===== config.mk =====
export PLATFORM = sky130hd
export DESIGN_NAME = dmem_arbiter
export DESIGN_NICKNAME = d
export VERILOG_FILES = /design/src/rtl/dmem_arbiter_pkg.sv /design/src/rtl/dmem_arbiter_lane.sv /design/src/rtl/dmem_arbiter.sv
export SDC_FILE = /design/constraint.sdc
export NUM_CORES = 1
export LEC_CHECK = 0
export ABC_CLOCK_PERIOD_IN_PS = 3200
export BUFFER_PORTS_ARGS = -buffer_cell sky130_fd_sc_hd__buf_2
export CAP_MARGIN = 20
export CELL_PAD_IN_SITES_DETAIL_PLACEMENT = 1
export CELL_PAD_IN_SITES_GLOBAL_PLACEMENT = 1
export CORE_MARGIN = 2
export CORE_UTILIZATION = 31
export DETAILED_ROUTE_END_ITERATION = 7
export PLACE_DENSITY_LB_ADDON = 0.05
export SLEW_MARGIN = 10
export SYNTH_ARGS = -nofsm -noshare
export SYNTH_HDL_FRONTEND = slang
export SYNTH_SLANG_ARGS = --single-unit

===== constraint.sdc =====
create_clock -name clk -period 3.2 [get_ports clk]
set_input_delay 0.32 -clock clk [delete_from_list [all_inputs] [get_ports clk]]
set_output_delay 0.32 -clock clk [all_outputs]
set_load 0.03 [all_outputs]

===== src/rtl/dmem_arbiter_pkg.sv =====
// Shared types and constants for the two-port data-memory arbiter.
// Size encodings, FSM states and the latched access bundle.
package dmem_arbiter_pkg;

    localparam int DMEM_WORDS = 4096;

    localparam logic [1:0] SZ_BYTE = 2'b00;
    localparam logic [1:0] SZ_HALF = 2'b01;
    localparam logic [1:0] SZ_WORD = 2'b10;
    localparam logic [1:0] SZ_ILL  = 2'b11;

    typedef enum logic [1:0] {
        IDLE = 2'b00,
        BUSY = 2'b01,
        RESP = 2'b10
    } state_t;

    typedef struct packed {
        logic        port;
        logic        we;
        logic        uns;
        logic [1:0]  size;
        logic [31:0] addr;
        logic [31:0] wdata;
    } acc_t;

endpackage


===== src/rtl/dmem_arbiter_lane.sv =====
// Byte-lane steering: write mask, replicated store data,
// load extraction with extension, and alignment check.
module dmem_lane
    import dmem_arbiter_pkg::*;
(
    input  logic [1:0]  size,
    input  logic [1:0]  addr,
    input  logic        uns,
    input  logic [31:0] wdata,
    input  logic [31:0] mem_rd,
    output logic [3:0]  mask,
    output logic [31:0] wd,
    output logic [31:0] ld,
    output logic        misal
);

    logic [7:0]  b;
    logic [15:0] h;

    assign b = mem_rd[{addr, 3'b000} +: 8];
    assign h = mem_rd[{addr[1], 4'b0000} +: 16];

    always_comb begin
        mask  = 4'b0000;
        wd    = wdata;
        ld    = mem_rd;
        misal = 1'b0;
        unique case (1'b1)
            (size == SZ_BYTE): begin
                mask = 4'b0001 << addr;
                wd   = {4{wdata[7:0]}};
                ld   = {{24{b[7] & ~uns}}, b};
            end
            (size == SZ_HALF): begin
                mask  = 4'b0011 << addr;
                wd    = {2{wdata[15:0]}};
                ld    = {{16{h[15] & ~uns}}, h};
                misal = addr[0];
            end
            (size == SZ_WORD): begin
                mask  = 4'b1111;
                misal = (addr != 2'b00);
            end
            default: begin
                mask = 4'b0000;
            end
        endcase
    end

endmodule


===== src/rtl/dmem_arbiter.sv =====
// Round-robin arbiter between the core LSU (port 0) and DMA
// (port 1) onto a single-ported data memory; 3 cycles per access.
module dmem_arbiter
    import dmem_arbiter_pkg::*;
#(
    parameter int DMEM_WORDS = dmem_arbiter_pkg::DMEM_WORDS
)(
    input  logic        clk,
    input  logic        rst,
    input  logic [1:0]  req,
    input  logic [1:0]  we,
    input  logic [1:0]  uns,
    input  logic [3:0]  size,
    input  logic [63:0] addr,
    input  logic [63:0] wdata,
    output logic [1:0]  gnt,
    output logic [1:0]  rvalid,
    output logic [31:0] rdata,
    output logic        err,
    output logic [3:0]  mem_we,
    output logic [31:0] mem_a,
    output logic [31:0] mem_wd,
    input  logic [31:0] mem_rd
);

    localparam logic [32:0] ADDR_LIM = 33'(DMEM_WORDS) << 2;

    state_t      state, state_nx;
    acc_t        cur, cur_nx, cand;
    logic        last, last_nx;
    logic        sel;
    logic [31:0] rd_q, rd_nx;
    logic        err_q, err_nx;
    logic        bad;

    logic [3:0]  l_mask;
    logic [31:0] l_wd;
    logic [31:0] l_ld;
    logic        l_misal;

    dmem_lane u_lane (
        .size   (cur.size),
        .addr   (cur.addr[1:0]),
        .uns    (cur.uns),
        .wdata  (cur.wdata),
        .mem_rd (mem_rd),
        .mask   (l_mask),
        .wd     (l_wd),
        .ld     (l_ld),
        .misal  (l_misal)
    );

    assign mem_a  = cur.addr;
    assign mem_wd = l_wd;

    assign bad = l_misal
               | (cur.size == SZ_ILL)
               | ({1'b0, cur.addr} >= ADDR_LIM);

    // Contention goes to the port that did not win last time.
    always_comb begin
        sel = 1'b0;
        unique case (1'b1)
            (req == 2'b11): sel = ~last;
            (req == 2'b10): sel = 1'b1;
            default:        sel = 1'b0;
        endcase
    end

    always_comb begin
        cand.port  = sel;
        cand.we    = sel ? we[1]          : we[0];
        cand.uns   = sel ? uns[1]         : uns[0];
        cand.size  = sel ? size[3:2]      : size[1:0];
        cand.addr  = sel ? addr[63:32]    : addr[31:0];
        cand.wdata = sel ? wdata[63:32]   : wdata[31:0];
    end

    always_comb begin
        state_nx = state;
        cur_nx   = cur;
        last_nx  = last;
        rd_nx    = rd_q;
        err_nx   = err_q;
        gnt      = 2'b00;
        rvalid   = 2'b00;
        rdata    = 32'h0;
        err      = 1'b0;
        mem_we   = 4'b0000;
        unique case (state)
            IDLE: begin
                if ((req != 2'b00) && !rst) begin
                    gnt      = sel ? 2'b10 : 2'b01;
                    cur_nx   = cand;
                    last_nx  = sel;
                    state_nx = BUSY;
                end
            end
            BUSY: begin
                mem_we   = (cur.we && !bad) ? l_mask : 4'b0000;
                rd_nx    = (cur.we || bad) ? 32'h0 : l_ld;
                err_nx   = bad;
                state_nx = RESP;
            end
            RESP: begin
                rvalid   = cur.port ? 2'b10 : 2'b01;
                rdata    = rd_q;
                err      = err_q;
                state_nx = IDLE;
            end
            default: begin
                state_nx = IDLE;
            end
        endcase
    end

    always_ff @(posedge clk or posedge rst) begin
        if (rst) begin
            state <= IDLE;
            cur   <= '0;
            last  <= 1'b1;
            rd_q  <= 32'h0;
            err_q <= 1'b0;
        end else begin
            state <= state_nx;
            cur   <= cur_nx;
            last  <= last_nx;
            rd_q  <= rd_nx;
            err_q <= err_nx;
        end
    end

endmodule


# ---- Word level (Yosys, flattened, before mapping)
# Cells that the tools add are included.
dict set report op_classes {
  addsub 0
  multipliers 0
  div_mod_pow 0
  n_lt_le_gt_ge 1
  eq_ne 8
  shift 4
  muxes 22
  bitwise 6
  n_reduce_logical 10
}
# op n
set op_table {}
lappend op_table {{two-way mux 32 bit} 4}
lappend op_table {{one-hot mux 32 bit (2 select lines)} 2}
lappend op_table {{greater-or-equal comparator 32 x 15 -> 1 bit (second input constant)} 1}
lappend op_table {{indexed part select 32 x 6 -> 16 bit} 1}
lappend op_table {{indexed part select 32 x 6 -> 8 bit} 1}
lappend op_table {{two-way mux 2 bit} 7}
lappend op_table {{one-hot mux 4 bit (3 select lines)} 1}
lappend op_table {{equality test 2 bit (second input constant)} 5}
lappend op_table {{two-way mux 4 bit} 2}
lappend op_table {{equality test 2 x 1 -> 1 bit (second input constant)} 2}
lappend op_table {{zero test 2 bit} 2}
lappend op_table {{one-hot mux 1 bit (2 select lines)} 2}
lappend op_table {{one-hot mux 2 bit (2 select lines)} 1}
lappend op_table {{nonzero test 2 bit} 2}
lappend op_table {{left shift 1 x 2 -> 4 bit (first input constant)} 1}
lappend op_table {{left shift 2 x 2 -> 4 bit (first input constant)} 1}
lappend op_table {{two-way mux 1 bit} 3}
lappend op_table {{AND 1 bit} 2}
lappend op_table {{logical AND 1 bit} 2}
lappend op_table {{zero test 1 bit} 2}
lappend op_table {{inequality test 2 bit (second input constant)} 1}
lappend op_table {{inverter 1 bit} 2}
lappend op_table {{bitwise OR 1 bit} 2}
lappend op_table {{AND reduction 2 bit} 1}
lappend op_table {{logical OR 1 bit} 1}
dict set report totals {
  regBits 105
  latch_bits 0
  mem_bits_rw 0
  rom_bits 0
  in_bits 172
  out_inout_bits 105
  mem_count 0
}

# ---- Logic depth before layout (Yosys ltp)
# Gate-level depths: netlist (run 1).
dict set report logic_depth {
  word_depth 8
  depth_mapped 8
}

# ---- Cells and area by module
# Synthesis (run 1) repeated with hierarchy kept, for this count alone.
dict set report unflattened {
  hier_cells 657
  area_unflattened_um2 7044.3
}
# module n_inst cells_per_inst area_per_inst_um2
set by_module_without_submodules {}
lappend by_module_without_submodules {dmem_arbiter 1 464 5700.5}
lappend by_module_without_submodules {dmem_lane 1 193 1343.8}

# ---- Least setup slack after synthesis (run 1)
# No wires, ideal clock.
dict set report synth_timing {
  path_kind {register -> output}
  startpoint {reg cur[65] (netlist name)}
  endpoint {out mem_we[2]}
  arrival_ns 2.043
  required_ns 2.880
  setup_slack_ns 0.837
  path_stages_with_launch 9
  n_path_buf 2
  cell_sequence {dfrtp_1 > inv_1 > ha_1 > clkbuf_1 > buf_1 > nand3b_1 > o21ai_0 > nand2_1 > a21oi_1}
}
dict set report synth_via {
  elab_chain_len 8
  word_cells_on_any_way 12
  cone_classes {eq/ne: 3; mux: 4; bitwise: 2; reduce/logical: 3}
}
# item line_no
set synth_lines {}
lappend synth_lines {{from (decl)} dmem_arbiter.sv:29} ;# acc_t cur, cur_nx, cand;
lappend synth_lines {{from (signal assigned)} dmem_arbiter.sv:126} ;# cur <= cur_nx;
lappend synth_lines {{equality test 2 bit or equality test 2 x 1 -> 1 bit (tied branches)} {dmem_arbiter_lane.sv:40, dmem_arbiter_lane.sv:34}}
lappend synth_lines {{one-hot mux 1 bit (2 select lines)} dmem_arbiter_lane.sv:28} ;# unique case (1'b1)
lappend synth_lines {{bitwise OR 1 bit} dmem_arbiter.sv:57} ;# | (cur.size == SZ_ILL)
lappend synth_lines {{bitwise OR 1 bit} dmem_arbiter.sv:58} ;# | ({1'b0, cur.addr} >= ADDR_LIM);
lappend synth_lines {{zero test 1 bit} dmem_arbiter.sv:100} ;# mem_we = (cur.we && !bad) ? l_mask : 4'b0000;
lappend synth_lines {{logical AND 1 bit} dmem_arbiter.sv:100}
lappend synth_lines {{two-way mux 4 bit (*)} dmem_arbiter.sv:100}
lappend synth_lines {{two-way mux 4 bit (*)} dmem_arbiter.sv:90} ;# unique case (state)
lappend synth_lines {{to (decl)} dmem_arbiter.sv:20} ;# output logic [3:0] mem_we,
# Mark *: on every way between the ends. The rest lies on a longest branch, timed or not.

# ---- Worst setup path in the final report (run 1)
dict set report layout_timing {
  startpoint {reg cur[65] (netlist name)}
  endpoint {out mem_we[0]}
}
# Same word-level chain as after synthesis.

==> results.md, run 1 <==
- Multi-input gate area: 3010 um^2
- Die ar.: roughly 21000 um^2
- Most common cell in the synthesized netlist: nand2_1
- Switching Share: 42.9%
- Clock latency on the worst-skew pair: roughly 0.36 ns
- Top post-synthesis cells by area: dfrtp_1 42%, mux2i_1 12%, nand2_1 8.6%
- Crit-path max FO: 12
- Period utilization: 90.7%
- FMAX: 0.345 GHz
- Initial antenna violation count: 0
- Die width: 145 um
- Internal power: between 2 and 3 mW
- Starting Density: a little under a third
- Mapped Nets: 848
- Async SR Flop Fraction: 100%
- CP delay by family, top: compound AO/OA/AOI/OAI gates
- Max VDD drop: 0.259 mV
- Post-synth top area share: 42.0%
- Combinational share of power: 42.3%
- H-tree Lvls: 3
- Final Non-Filler Cells: ~1200
- Arrival @ worst endpoint: 2.58 ns
- Die H: between 100 and 150 um
- Static Leakage: 4.13 nW
- Synth cell types: 50
- Number of global-route vias before repair: 5902
- Hold crit path type: primary input to asynchronous set/reset pin
- PortBufs: 276
- Final estimated routing congestion in global placement: 0.786
- First-pass GRT wire length: approximately 32000 um
- Worst-margin pin slew: 0.891 ns
- I/O pin count: 277
- Iteration-0 DRC Markers: 185
- Buf+Inv Stages, Crit Path: 2
- Final setup TNS: 0 ns
- Worst slack at placement: 0.429 ns
- Area grow syn2layout: 25.5%
- Fin Clk Skew: 0.00753 ns
- ANT nets after route: 0
- Core box area: between 15000 and 20000 um^2
- Register area share after synthesis: 42.4%
- Kind of critical path: register to primary output
- Drt pass-1 iters: 4
- Max Slew Vio Count: 0
- Prevailing post-synth register cell: dfrtp_1
- FF-to-FF setup slack: 0.50 ns
- Vias: 5428
- Top cell type by total area after synthesis: dfrtp_1
- M3 GR Usage: 3.82%
- Syn Area/Cell: 9.22 um^2
- Critical Path Stages: 7
- Post-CTS Hold Fix Bufs: 0
- Reg2reg start: cur[65]
- Post-Place Cells: 1135
- Worst Path Required: 2.88 ns
- Total GRT Usage: 19.0%
- DR WL/cell: 17.4 um
- RSZ-0062 raised after global routing: false
- Sequential share of power: 34.9%
- # setup viols final: 0
- CTS tree: done
- Reg2reg end: rd_q[28]
- Hold Fails Final Rpt: 0
- Diode count: 0
- Slew HR: between 40 and 50%
- Clock power frac: 22.8%
- Nets: 1057
- Residual DRC: 0
- Clk pin slew, worst setup/hold paths: about 0.070 ns
- Via density: roughly 4.7
- Number of post-CTS setup repair buffers: 0
- Critical Path Source Type: register
- Tmin final: 2.90 ns
- Yosys warns: 0
- Net switching power: 2.19 mW
- Share of layout cells above drive strength 1: 39.1%
- Row count: 51
- Gate Count Post-Synth: 672
- Dpl hpwl: 15400 um
- PnR worst setup slack: 0.297 ns
- R2R cell count: 7
- Met1 usage: 23.6%
- Max Root-Sink Buffers: 2
- Number of synthesized flops with an enable pin: 0
- Critical path, cell by cell: inv_1, ha_1, o211a_1, a31oi_4, nand4_1, a21oi_1, buf_2
- Top Usage Layer GRT: met2
- CP Capture Type: primary output
- Met2 Track Usage GR: 34.1%
- Mapped Area: roughly 6200 um^2
- Pwr Density: 657 nW/um^2
- Global route overflow: 0
- Largest net degree at the start of global routing: 71
- Max cap viols: 0
- Fillers: 2399
- Root buf cell: clkbuf_16
- Seq cells post-synth: 105
- Num CTS Buffers: 9
- CP max stage delay: 0.44 ns
- Most common library cells after synthesis: 142 x nand2_1, 104 x dfrtp_1, 76 x o21ai_0
- Outcome: completed
- Reg area: 2630 um^2
- CTS-repair resized insts: 0
- Routed wire length: 20000 um
- Sink Count: 105
- Crit-path slowest cell: dfrtp_1
## routing by layer
| metal | up-vias | wire, um |
|---|---|---|
| met1 | 2572 | 8570 |
| met4 | 0 | 233 |
| met5 | - | 0 |
| li1 | 2687 | - |
| met2 | 155 | 10200 |
| met3 | 14 | 947 |
## area by class of cell
cell class,instances,share of cell area (%)
Clock buffer,10,3.07
Clock inverter,6,0.837
Inverter,7,0.370
Multi-Input combinational cell,470,38.7
Sequential cell,105,33.8
Tap cell,265,4.27
Timing Repair Buffer,288,18.9
## placed cells by master, fill, tap and decap left out, drive strengths merged, types with 2 or more instances in the layout
cell and instances:
buf 288, nand2 142, dfrtp 104, o21ai 102, mux2i 75, and2 35, nor2 22, mux2 16
a22oi 15, clkbuf 10, a22o 9, a221oi 8, o21a 7, inv 7, a21oi 5, ha 4
clkinv 4, nor4 3, or4 2, nand2b 2, a21o 2, nor2b 2, a31oi 2, nor3 2
nand4 2, nor3b 2
## how the worst max path moves through the flow
stage,to,startpoint
2_1_floorplan,cur[0],rst
3_5_place_dp,rd_q[28],cur[65]
4_1_cts,mem_we[0],cur[65]
3_3_place_gp,rd_q[29],cur[65]
5_1_grt,mem_we[0],cur[65]
6_report,mem_we[0],cur[65]
## sequential cells by signal (all words and copies together), names as in the netlist
name   count
cur       37
last       1
rd_q      32
err_q      1
mem_a     32
state      2
## kinds of logic (layout without fill, tap and decap cells)
logic type	after synthesis	after routing	share of synthesized area [%]
flip-flops	105	105	42.4
AO/OA/AOI/OAI	155	155	15.7
multiplexers	92	92	15.4
adder cells (fa/ha/maj)	4	4	0.808
buffers and inverters	97	311	9.33
AND/OR/NAND/NOR	219	219	16.3
## stage by stage
| step | cell area, um^2 | total power [mW] | util [%] | hold slack (ns) |
|---|---|---|---|---|
| floorplan | 6200 | 3.45 | - | 0.442 |
| global placement | 7470 | 3.96 | 38.3 | 0.454 |
| detailed placement | 7470 | 4.01 | 38.3 | 0.463 |
| global route | 7770 | 5.45 | 39.8 | 0.234 |
| CTS | 7770 | 5.19 | 39.8 | 0.215 |
| finish | 7770 | 5.11 | 39.8 | 0.174 |
## power groups by stage
stage	Combinational (mW)	Clock, mW	Sequential (mW)
2_1_floorplan	1.74	0	1.71
5_1_grt	2.36	1.26	1.83
4_1_cts	2.20	1.20	1.79
3_3_place_gp	2.17	0	1.80
6_report	2.16	1.16	1.78
3_5_place_dp	2.20	0	1.81
No activity file was read; power rests on OpenSTA's default activity.
==> run 2, diff against run 1 <==
CELL_PAD_IN_SITES_DETAIL_PLACEMENT = not set   (was 1)
CELL_PAD_IN_SITES_GLOBAL_PLACEMENT = not set   (was 1)
CORE_UTILIZATION = 43   (was 31)
==> run 2 against run 1 <==
Effect of this change: flip-flop and latch count stayed put; clock skew decreased by 0.0033 ns; die area decreased by 27%; cell area fell by 1.7%; utilization grew 15 points.
==> results.md, run 2 (same netlist as run 1, synthesis figures left out) <==
- Outcome: completed
- Crit-path max FO: 31
- Max reg flops: 37
- Reg2reg start: cur[65]
- Routed wire length: ~17000 um
- ANT nets after route: 0
- Cell mode on critical path: nand2_1
- FMAX: between 0.3 and 0.4 GHz
- Max VDD drop: slightly below 0.4 mV
- Dpl hpwl: roughly 13000 um
- Fillers: 1328
- Area grow syn2layout: 23.3%
- # setup viols final: 0
- RSZ-0062 raised after global routing: false
- Diode count: 0
- WL met1: 7440 um
- Initial antenna violation count: 0
- Starting Density: 44.3%
- Setup crit start: cur[65]
- Clk pin slew, worst setup/hold paths: 0.06 ns
- Tmin final: between 2 and 3 ns
- Slew HR: 56.7%
- Fin Clk Skew: 0.00420 ns
- DR WL met3: roughly 1200 um
- DR top layer: met4
- FF-to-FF setup slack: 0.66 ns
- Worst slack at placement: 0.680 ns
- Hold_ws: 0.0806 ns
- Buf+Inv Stages, Crit Path: 3
- Die H: approximately 120 um
- First-pass GRT wire length: 25900 um
- Core box area: 14000 um^2
- Iteration-0 DRC Markers: 340
- Kind of critical path: register to primary output
- Commonest non-fill, non-tap cell in the layout: buf_2
- Max Root-Sink Buffers: 2
- CTS tree: done
- Crit path to: mem_wd[22]
- Max cap viols: 0
- Critical path, cell by cell: inv_1, ha_1, buf_4, or2_2, nand2_1, nand2_1, buf_2
- Pwr Density: 644 nW/um^2
- Commonest non-fill, non-tap cells in the layout: 276 x buf_2, 142 x nand2_1, 104 x dfrtp_1
- H-tree Lvls: 3
- Final Util: between 50 and 60%
- Arrival @ worst endpoint: 2.44 ns
- Reg2reg end: rd_q[30]
- Max Slew Vio Count: 0
- Clock latency on the worst-skew pair: 0.35 ns
- Sink Count: between 100 and 150
- Largest net degree at the start of global routing: 70
- Die ar.: around 15000 um^2
- Period utilization: around 86%
- Num CTS Buffers: 9
- Final setup TNS: 0 ns
- Post-CTS Hold Fix Bufs: 0
- Total GRT Usage: between 20% and 30%
- Drt pass-1 iters: 4
- Wire length on met2: 8330 um
- Nets: around 1100
- CP max stage delay: 0.54 ns
- PortBufs: roughly 280
- Reg area: 2630 um^2
- Critical Path Source Type: register
- Residual DRC: 0
- CP Capture Type: primary output
- Worst-margin pin slew: between 0.6 and 0.7 ns
- Die width: 124 um
- CP delay by family, top: simple AND/OR/NAND/NOR gates
- Multi-input gate area: 3010 um^2
- Share of layout cells above drive strength 1: 38.7%
- R2R cell count: 8
- Via density: 5.09
- Number of global-route vias before repair: 5152
- Post-DP Area: 7380 um^2
- Hold crit path type: primary input to asynchronous set/reset pin
- DR WL/cell: 16.3 um
- I/O pin count: 277
- Hold Fails Final Rpt: 0
- Static Leakage: between 4 and 5 nW
- Row count: 43
- CTS-repair resized insts: 0
- Biggest register: cur
- Vias: 5413
- Root buf cell: clkbuf_16
- Global route overflow: 0
- Number of post-CTS setup repair buffers: 0
- Final estimated routing congestion in global placement: 0.865
- Post-route cell area: 7640 um^2
- PnR worst setup slack: 0.444 ns
- Critical Path Stages: 7
- Worst Path Required: 2.88 ns
- Crit-path slowest cell: or2_2
-- run 2: cell count changes in the layout (fill, tap and decap cells not counted), sizes merged --
cell | before | now
clkinv | 4 | 2
buf | 288 | 289
bufinv | 1 | 0
clkbuf | 10 | 11
clkinvlp | 1 | 0
inv | 7 | 6
-- run 2: through the flow --
stage	total power, mW	instances
3_3_place_gp	3.94	1051
3_5_place_dp	3.96	1051
2_1_floorplan	3.45	672
4_1_cts	4.98	1063
6_report	4.92	1063
5_1_grt	5.23	1063
-- run 2: power by group --
group	total [mW]	leakage, nW	internal (mW)	switching (mW)
logic	2.16	2.64	0.737	1.42
clock network	1.00	0.129	0.551	0.451
registers	1.76	1.35	1.56	0.206
total	4.92	4.12	2.85	2.08
-- run 2: worst min-delay path by stage --
stage,cells past startpoint,endpoint
6_report,2,state[1]
5_1_grt,2,state[1]
4_1_cts,2,state[1]
3_5_place_dp,2,rd_q[16]
3_3_place_gp,2,rd_q[19]
2_1_floorplan,2,rd_q[0]
-- run 2: layer usage --
metal	track usage (%)	up-vias
met5	0	-
met4	7.16	0
met3	5.72	26
met2	36.2	207
met1	28.8	2498
li1	-	2682
-- run 2: layout make-up --
cell class | count | area share, %
Tap cell | 180 | 2.95
Sequential cell | 105 | 34.4
Clock buffer | 11 | 3.31
Clock inverter | 1 | 0.0655
Inverter | 7 | 0.377
Timing Repair Buffer | 289 | 19.5
Multi-Input combinational cell | 470 | 39.4
